<file path="config.mk">
export PLATFORM = sky130hd
export DESIGN_NAME = wall_collision_tracker
export DESIGN_NICKNAME = d
export VERILOG_FILES = /design/src/rtl/wall_collision_tracker.sv
export SDC_FILE = /design/constraint.sdc
export NUM_CORES = 1
export LEC_CHECK = 0
export ABC_AREA = 1
export CAP_MARGIN = 20
export CORE_MARGIN = 8
export CORE_UTILIZATION = 50
export CTS_BUF_LIST = sky130_fd_sc_hd__clkbuf_8 sky130_fd_sc_hd__clkbuf_16
export DETAILED_ROUTE_END_ITERATION = 6
export PLACE_DENSITY = 0.79
export SLEW_MARGIN = 0
export SYNTH_ARGS = -nofsm -noshare
export SYNTH_HDL_FRONTEND = slang
export SYNTH_SLANG_ARGS = --single-unit
</file>
<file path="constraint.sdc">
create_clock -name clk -period 6 [get_ports clk]
set_clock_uncertainty 0.15 [all_clocks]
set_input_delay 1.8 -clock clk [delete_from_list [all_inputs] [get_ports clk]]
set_output_delay 1.8 -clock clk [all_outputs]
set_load 0.02 [all_outputs]
</file>
<file path="src/rtl/wall_collision_tracker.sv">
// Wall tile store with sequential head-vs-wall collision scan.
// Spawns during a scan are parked in a one-entry pending slot.
module wall_collision_tracker #(
    parameter int DEPTH = 8,
    parameter int IDX_W = 3
) (
    input  logic             clk,
    input  logic             btnrst,
    input  logic             wall_spawn,
    input  logic [10:0]      newwall_x,
    input  logic [10:0]      newwall_y,
    input  logic             head_valid,
    input  logic [10:0]      snakehead_x,
    input  logic [10:0]      snakehead_y,
    output logic             busy,
    output logic             check_done,
    output logic             collision,
    output logic [IDX_W:0]   wall_count
);

    typedef enum logic [1:0] {IDLE, SCAN, DONE} state_t;

    state_t            state_q, state_d;
    logic [IDX_W-1:0]  wr_ptr_q, wr_ptr_d;
    logic [IDX_W:0]    count_q, count_d;
    logic [IDX_W:0]    n_q, n_d;
    logic [IDX_W-1:0]  idx_q, idx_d;
    logic [10:0]       hx_q, hx_d, hy_q, hy_d;
    logic              coll_q, coll_d;
    logic              pend_q, pend_d;
    logic [10:0]       px_q, px_d, py_q, py_d;
    logic [21:0]       mem_q [DEPTH];

    logic              commit, direct;
    logic [IDX_W-1:0]  wa_direct;
    logic [IDX_W+1:0]  sum;
    logic [21:0]       entry;

    // Pending entry is written first so it stays older than a same-edge spawn.
    assign commit    = (state_q == DONE) && pend_q;
    assign direct    = wall_spawn && (state_q != SCAN);
    assign wa_direct = wr_ptr_q + IDX_W'(commit);
    assign sum       = {1'b0, count_q} + (IDX_W+2)'(commit) + (IDX_W+2)'(direct);
    assign entry     = mem_q[idx_q];

    always_comb begin
        state_d  = state_q;
        idx_d    = idx_q;
        n_d      = n_q;
        hx_d     = hx_q;
        hy_d     = hy_q;
        coll_d   = coll_q;
        pend_d   = pend_q;
        px_d     = px_q;
        py_d     = py_q;
        wr_ptr_d = wr_ptr_q + IDX_W'(commit) + IDX_W'(direct);
        count_d  = (sum > (IDX_W+2)'(DEPTH)) ? (IDX_W+1)'(DEPTH) : sum[IDX_W:0];
        if (state_q == SCAN && wall_spawn) begin
            pend_d = 1'b1;
            px_d   = newwall_x;
            py_d   = newwall_y;
        end
        case (state_q)
            IDLE: begin
                if (head_valid) begin
                    hx_d  = snakehead_x;
                    hy_d  = snakehead_y;
                    n_d   = count_q;
                    idx_d = '0;
                    if (count_q == '0) begin
                        coll_d  = 1'b0;
                        state_d = DONE;
                    end else begin
                        state_d = SCAN;
                    end
                end
            end
            SCAN: begin
                if (entry == {hx_q, hy_q}) begin
                    coll_d  = 1'b1;
                    state_d = DONE;
                end else if ({1'b0, idx_q} == n_q - 1'b1) begin
                    coll_d  = 1'b0;
                    state_d = DONE;
                end else begin
                    idx_d = idx_q + 1'b1;
                end
            end
            DONE: begin
                pend_d  = 1'b0;
                state_d = IDLE;
            end
            default: state_d = IDLE;
        endcase
    end

    always_ff @(posedge clk or posedge btnrst) begin
        if (btnrst) begin
            state_q  <= IDLE;
            wr_ptr_q <= '0;
            count_q  <= '0;
            n_q      <= '0;
            idx_q    <= '0;
            hx_q     <= '0;
            hy_q     <= '0;
            coll_q   <= 1'b0;
            pend_q   <= 1'b0;
            px_q     <= '0;
            py_q     <= '0;
        end else begin
            state_q  <= state_d;
            wr_ptr_q <= wr_ptr_d;
            count_q  <= count_d;
            n_q      <= n_d;
            idx_q    <= idx_d;
            hx_q     <= hx_d;
            hy_q     <= hy_d;
            coll_q   <= coll_d;
            pend_q   <= pend_d;
            px_q     <= px_d;
            py_q     <= py_d;
        end
    end

    always_ff @(posedge clk) begin
        if (!btnrst) begin
            if (commit)
                mem_q[wr_ptr_q] <= {px_q, py_q};
            if (direct)
                mem_q[wa_direct] <= {newwall_x, newwall_y};
        end
    end

    assign busy       = (state_q == SCAN);
    assign check_done = (state_q == DONE);
    assign collision  = coll_q;
    assign wall_count = count_q;

endmodule
</file>
==> load_flow_metrics.sql <==
INSERT INTO impl_metrics (metric_group, metric, value, unit) VALUES
('timing', 'fin_crit', '4.155', 'ns'),
('timing', 'max-slew-margin-rel', '25.38', '%'),
('yosys', 'synth_top_area_share', '43.42', '%'),
('clock_network', 'cts-root-buf', 'sky130_fd_sc_hd__clkbuf_16', ''),
('yosys', 'compound_gate_fraction_of_synth_area', '9.693', '%'),
('finish', 'antennaDiodeCount', '0', ''),
('placed_design', 'port-buffer-count', '54', ''),
('yosys', 'post_synth_fa_ha_maj_area_fraction', '0.8840', '%'),
('floorplan', 'dieHeight', '172.0', 'um'),
('timing', 'finalSetupViolations', '0', ''),
('floorplan', 'design.core.area', '0.02411', 'mm^2'),
('yosys', 'synth.avg_cell_area', '8.395', 'um^2'),
('routing', 'dr.pass1.iters', '6', ''),
('yosys', 'synth_top_area_cell', 'sky130_fd_sc_hd__edfxtp_1', ''),
('global_routing', 'global_route.usage.met1', '31.19', '%'),
('timing', 'rsz0062_at_grt', 'false', ''),
('outcome', 'run_status', 'completed', ''),
('routing', 'routed_via_density', '5.497', ''),
('global_routing', 'grt_use_total', '21.79', '%'),
('floorplan', 'fp.dieW', '172.0', 'um'),
('timing', 'achievable_frequency', '240.7', 'MHz'),
('yosys', 'postSynthRegisterBits', '238', ''),
('timing', 'max_slew.worst_pin.slew', '1.119', 'ns'),
('clock_network', 'cts_buffer_depth', '3', ''),
('floorplan', 'ports', '55', ''),
('yosys', 'post_synth_inst_count', '1450', ''),
('clock_network', 'tritoncts', 'done', ''),
('worst_setup_path', 'required', '6.08', 'ns'),
('floorplan', 'start_util', '50.50', '%'),
('timing', 'number_of_failing_hold_endpoints_at_the_final_stage', '0', ''),
('yosys', 'synth-edff-count', '176', ''),
('global_routing', 'largest_net_degree_at_the_start_of_global_routing', '106', ''),
('timing', 'fin_setup_tns', '0', 'ns'),
('yosys', 'synth_simple_gate_area_share', '24.04', '%'),
('routing', 'routed_wire_length_per_instance', '17.95', 'um'),
('pwr', 'vdd.ir_drop.worst', '0.1648', 'mV'),
('yosys', 'synth_fp_nets', '1506', ''),
('global_routing', 'grt_pass1_vias', '9079', ''),
('flow_run', 'max_cap_viol_count', '0', ''),
('routing', 'initial_detailed_routing_violation_count', '1396', ''),
('clock_network', 'cts.repair_timing.setup_buffer_count', '0', ''),
('finish', 'fraction_of_layout_cells_with_a_size_suffix_above_1', '6.207', '%'),
('global_routing', 'antenna_violations_before_repair', '0', ''),
('worst_setup_path', 'crit_path_start_kind', 'input pin', ''),
('pwr', 'power_leakage', '6.077', 'nW'),
('yosys', 'yosys-mux-area-fraction', '0.7401', '%'),
('routing', 'drcViolationCount', '0', ''),
('clock_network', 'post_cts.resized_instances', '0', ''),
('routing', 'detail-route-antenna-nets', '0', ''),
('pwr', 'total_power', '3.591', 'mW'),
('worst_setup_path', 'setup.worst_path.class', 'in2reg', ''),
('yosys', 'synth-seq-area-share', '56.16', '%'),
('global_routing', 'globalRouteMet2Util', '32.74', '%'),
('timing', 'period_utilisation_layout', '69.24', '%'),
('worst_setup_path', 'critical_path.endpoint_type', 'flip-flop', ''),
('yosys', 'asyncSetResetFlopFracSynth', '26.05', '%'),
('yosys', 'synth.most_common_cell', 'sky130_fd_sc_hd__nand2_1', ''),
('clock_network', 'cts-buffers-inserted', '24', ''),
('worst_hold_path', 'hold_path.class', 'reg2reg', ''),
('yosys', 'ys_warn_count', '0', ''),
('floorplan', 'placementRows', '57', ''),
('clock_network', 'clkTransAtPathRegs', '0.06', 'ns'),
('routing', 'vias', '9839', ''),
('yosys', 'synth-xor-area-share', '0.5036', '%'),
('finish', 'finish.net_count', '1504', ''),
('worst_setup_path', 'worst-endpoint-arrival', '4.24', 'ns'),
('global_routing', 'global_route_wire_length_before_repair', '49480', 'um'),
('placed_design', 'globalplace.congestion', '0.9282', ''),
('yosys', 'ys.flop_type', 'sky130_fd_sc_hd__edfxtp_1', ''),
('finish', 'synthToLayoutAreaGrowth', '12.62', '%'),
('global_routing', 'globalRoute.busiestLayer', 'met2', '');
==> power by group <==
part	switching, mW	total, mW	internal [mW]
combinational	0.104	0.177	0.0738
clock	0.635	1.57	0.931
sequential	0.0507	1.85	1.80
==> per-layer routing <==
layer | part of all wire (%) | vias up
met4 | 3.0 | 0
met2 | 44 | 563
met3 | 12 | 80
met5 | 0 | -
li1 | - | 4709
met1 | 41 | 4487
==> critical path, stage by stage <==
cell and delay (ns):
sky130_fd_sc_hd__clkdlybuf4s50_1 0.49, sky130_fd_sc_hd__nand2_1 0.11, sky130_fd_sc_hd__inv_1 0.17, sky130_fd_sc_hd__nand2_1 0.09
sky130_fd_sc_hd__nor2_1 0.37, sky130_fd_sc_hd__nand2_2 0.54, sky130_fd_sc_hd__o21ai_2 0.43, sky130_fd_sc_hd__buf_8 0.24
==> flip-flops by register name, summed over array words and instances (netlist names) <==
name,count
wall_count,4
collision,1
px_q,11
pend_q,1
state_q,2
mem_q,176
n_q,4
idx_q,3
hx_q,11
py_q,11
wr_ptr_q,3
hy_q,11
==> cells in the final DEF (no fill, tap or decap), types with 2 or more instances in the layout <==
cell	netlist	layout
sky130_fd_sc_hd__clkbuf_16	0	25
sky130_fd_sc_hd__xor2_1	3	3
sky130_fd_sc_hd__a21oi_1	17	17
sky130_fd_sc_hd__nor3_1	2	2
sky130_fd_sc_hd__ha_1	7	7
sky130_fd_sc_hd__nand2_2	8	8
sky130_fd_sc_hd__or2_2	2	2
sky130_fd_sc_hd__o21ai_2	0	8
sky130_fd_sc_hd__bufinv_16	0	4
sky130_fd_sc_hd__nand4_1	6	6
sky130_fd_sc_hd__clkdlybuf4s50_1	0	54
sky130_fd_sc_hd__nand2_1	498	498
sky130_fd_sc_hd__nand3_1	114	114
sky130_fd_sc_hd__o21ai_0	212	204
sky130_fd_sc_hd__o21ai_1	5	5
sky130_fd_sc_hd__buf_8	0	6
sky130_fd_sc_hd__inv_1	136	138
sky130_fd_sc_hd__clkinv_2	0	6
sky130_fd_sc_hd__buf_4	6	7
sky130_fd_sc_hd__dfrtp_1	62	61
sky130_fd_sc_hd__clkinvlp_4	0	3
sky130_fd_sc_hd__mux2_2	8	8
sky130_fd_sc_hd__nand3b_1	7	7
sky130_fd_sc_hd__inv_2	2	3
sky130_fd_sc_hd__edfxtp_1	176	176
sky130_fd_sc_hd__xnor2_1	4	4
sky130_fd_sc_hd__nor2_1	77	77
sky130_fd_sc_hd__nor2_2	4	4
==> final timing paths <==
check	startpoint	to	slack, ns	depth (start not counted)
worst max-delay path	wall_spawn	mem_q[3][11]	1.85	8
min in group asynchronous	btnrst	wr_ptr_q[0]	1.87	3
max in group asynchronous	btnrst	idx_q[0]	3.20	3
worst max register to register	state_q[1]	mem_q[3][11]	2.51	13
worst min-delay path	collision	collision	0.33	2
worst min register to register	collision	collision	0.33	2
==> cells by family (layout without fill, tap and decap cells) <==
logic type                 after synthesis  after routing
muxes                                    8              8
and+or+nand+nor                        719            719
DFF                                    238            238
adders and majority gates                8              8
xor gates and xnor gates                 7              7
AOI/OAI and AO/OA                      235            235
buffers and inverters                  235            251
==> layout make-up <==
| type | instances | area [um^2] | area share [%] |
|---|---|---|---|
| tap | 324 | 405.4 | 2.957 |
| sequential | 238 | 6838 | 49.88 |
| timing repair buffer | 69 | 721.9 | 5.266 |
| multi-input combinational | 977 | 4395 | 32.06 |
| clock buffer | 25 | 625.6 | 4.563 |
| clock inverter | 19 | 205.2 | 1.497 |
| inverter | 138 | 518.0 | 3.778 |
==> per-stage QoR <==
| step | instance area (um^2) | setup WS (ns) | hold WS, ns | std cells | utilization [%] |
|---|---|---|---|---|---|
| finish | 13710 | 1.845 | 0.3331 | 1790 | 56.87 |
| global route | 13710 | 1.637 | 0.3605 | 1790 | 56.87 |
| CTS | 13580 | 1.829 | 0.3414 | 1782 | 56.34 |
| detailed placement | 12750 | 1.289 | 0.3257 | 1738 | 52.89 |
| global placement | 12750 | 1.340 | 0.3065 | 1738 | 52.89 |
| floorplan | 12170 | 0.6731 | 0.3133 | 1450 | - |
Note: power is estimated with default switching activity, not from simulation.
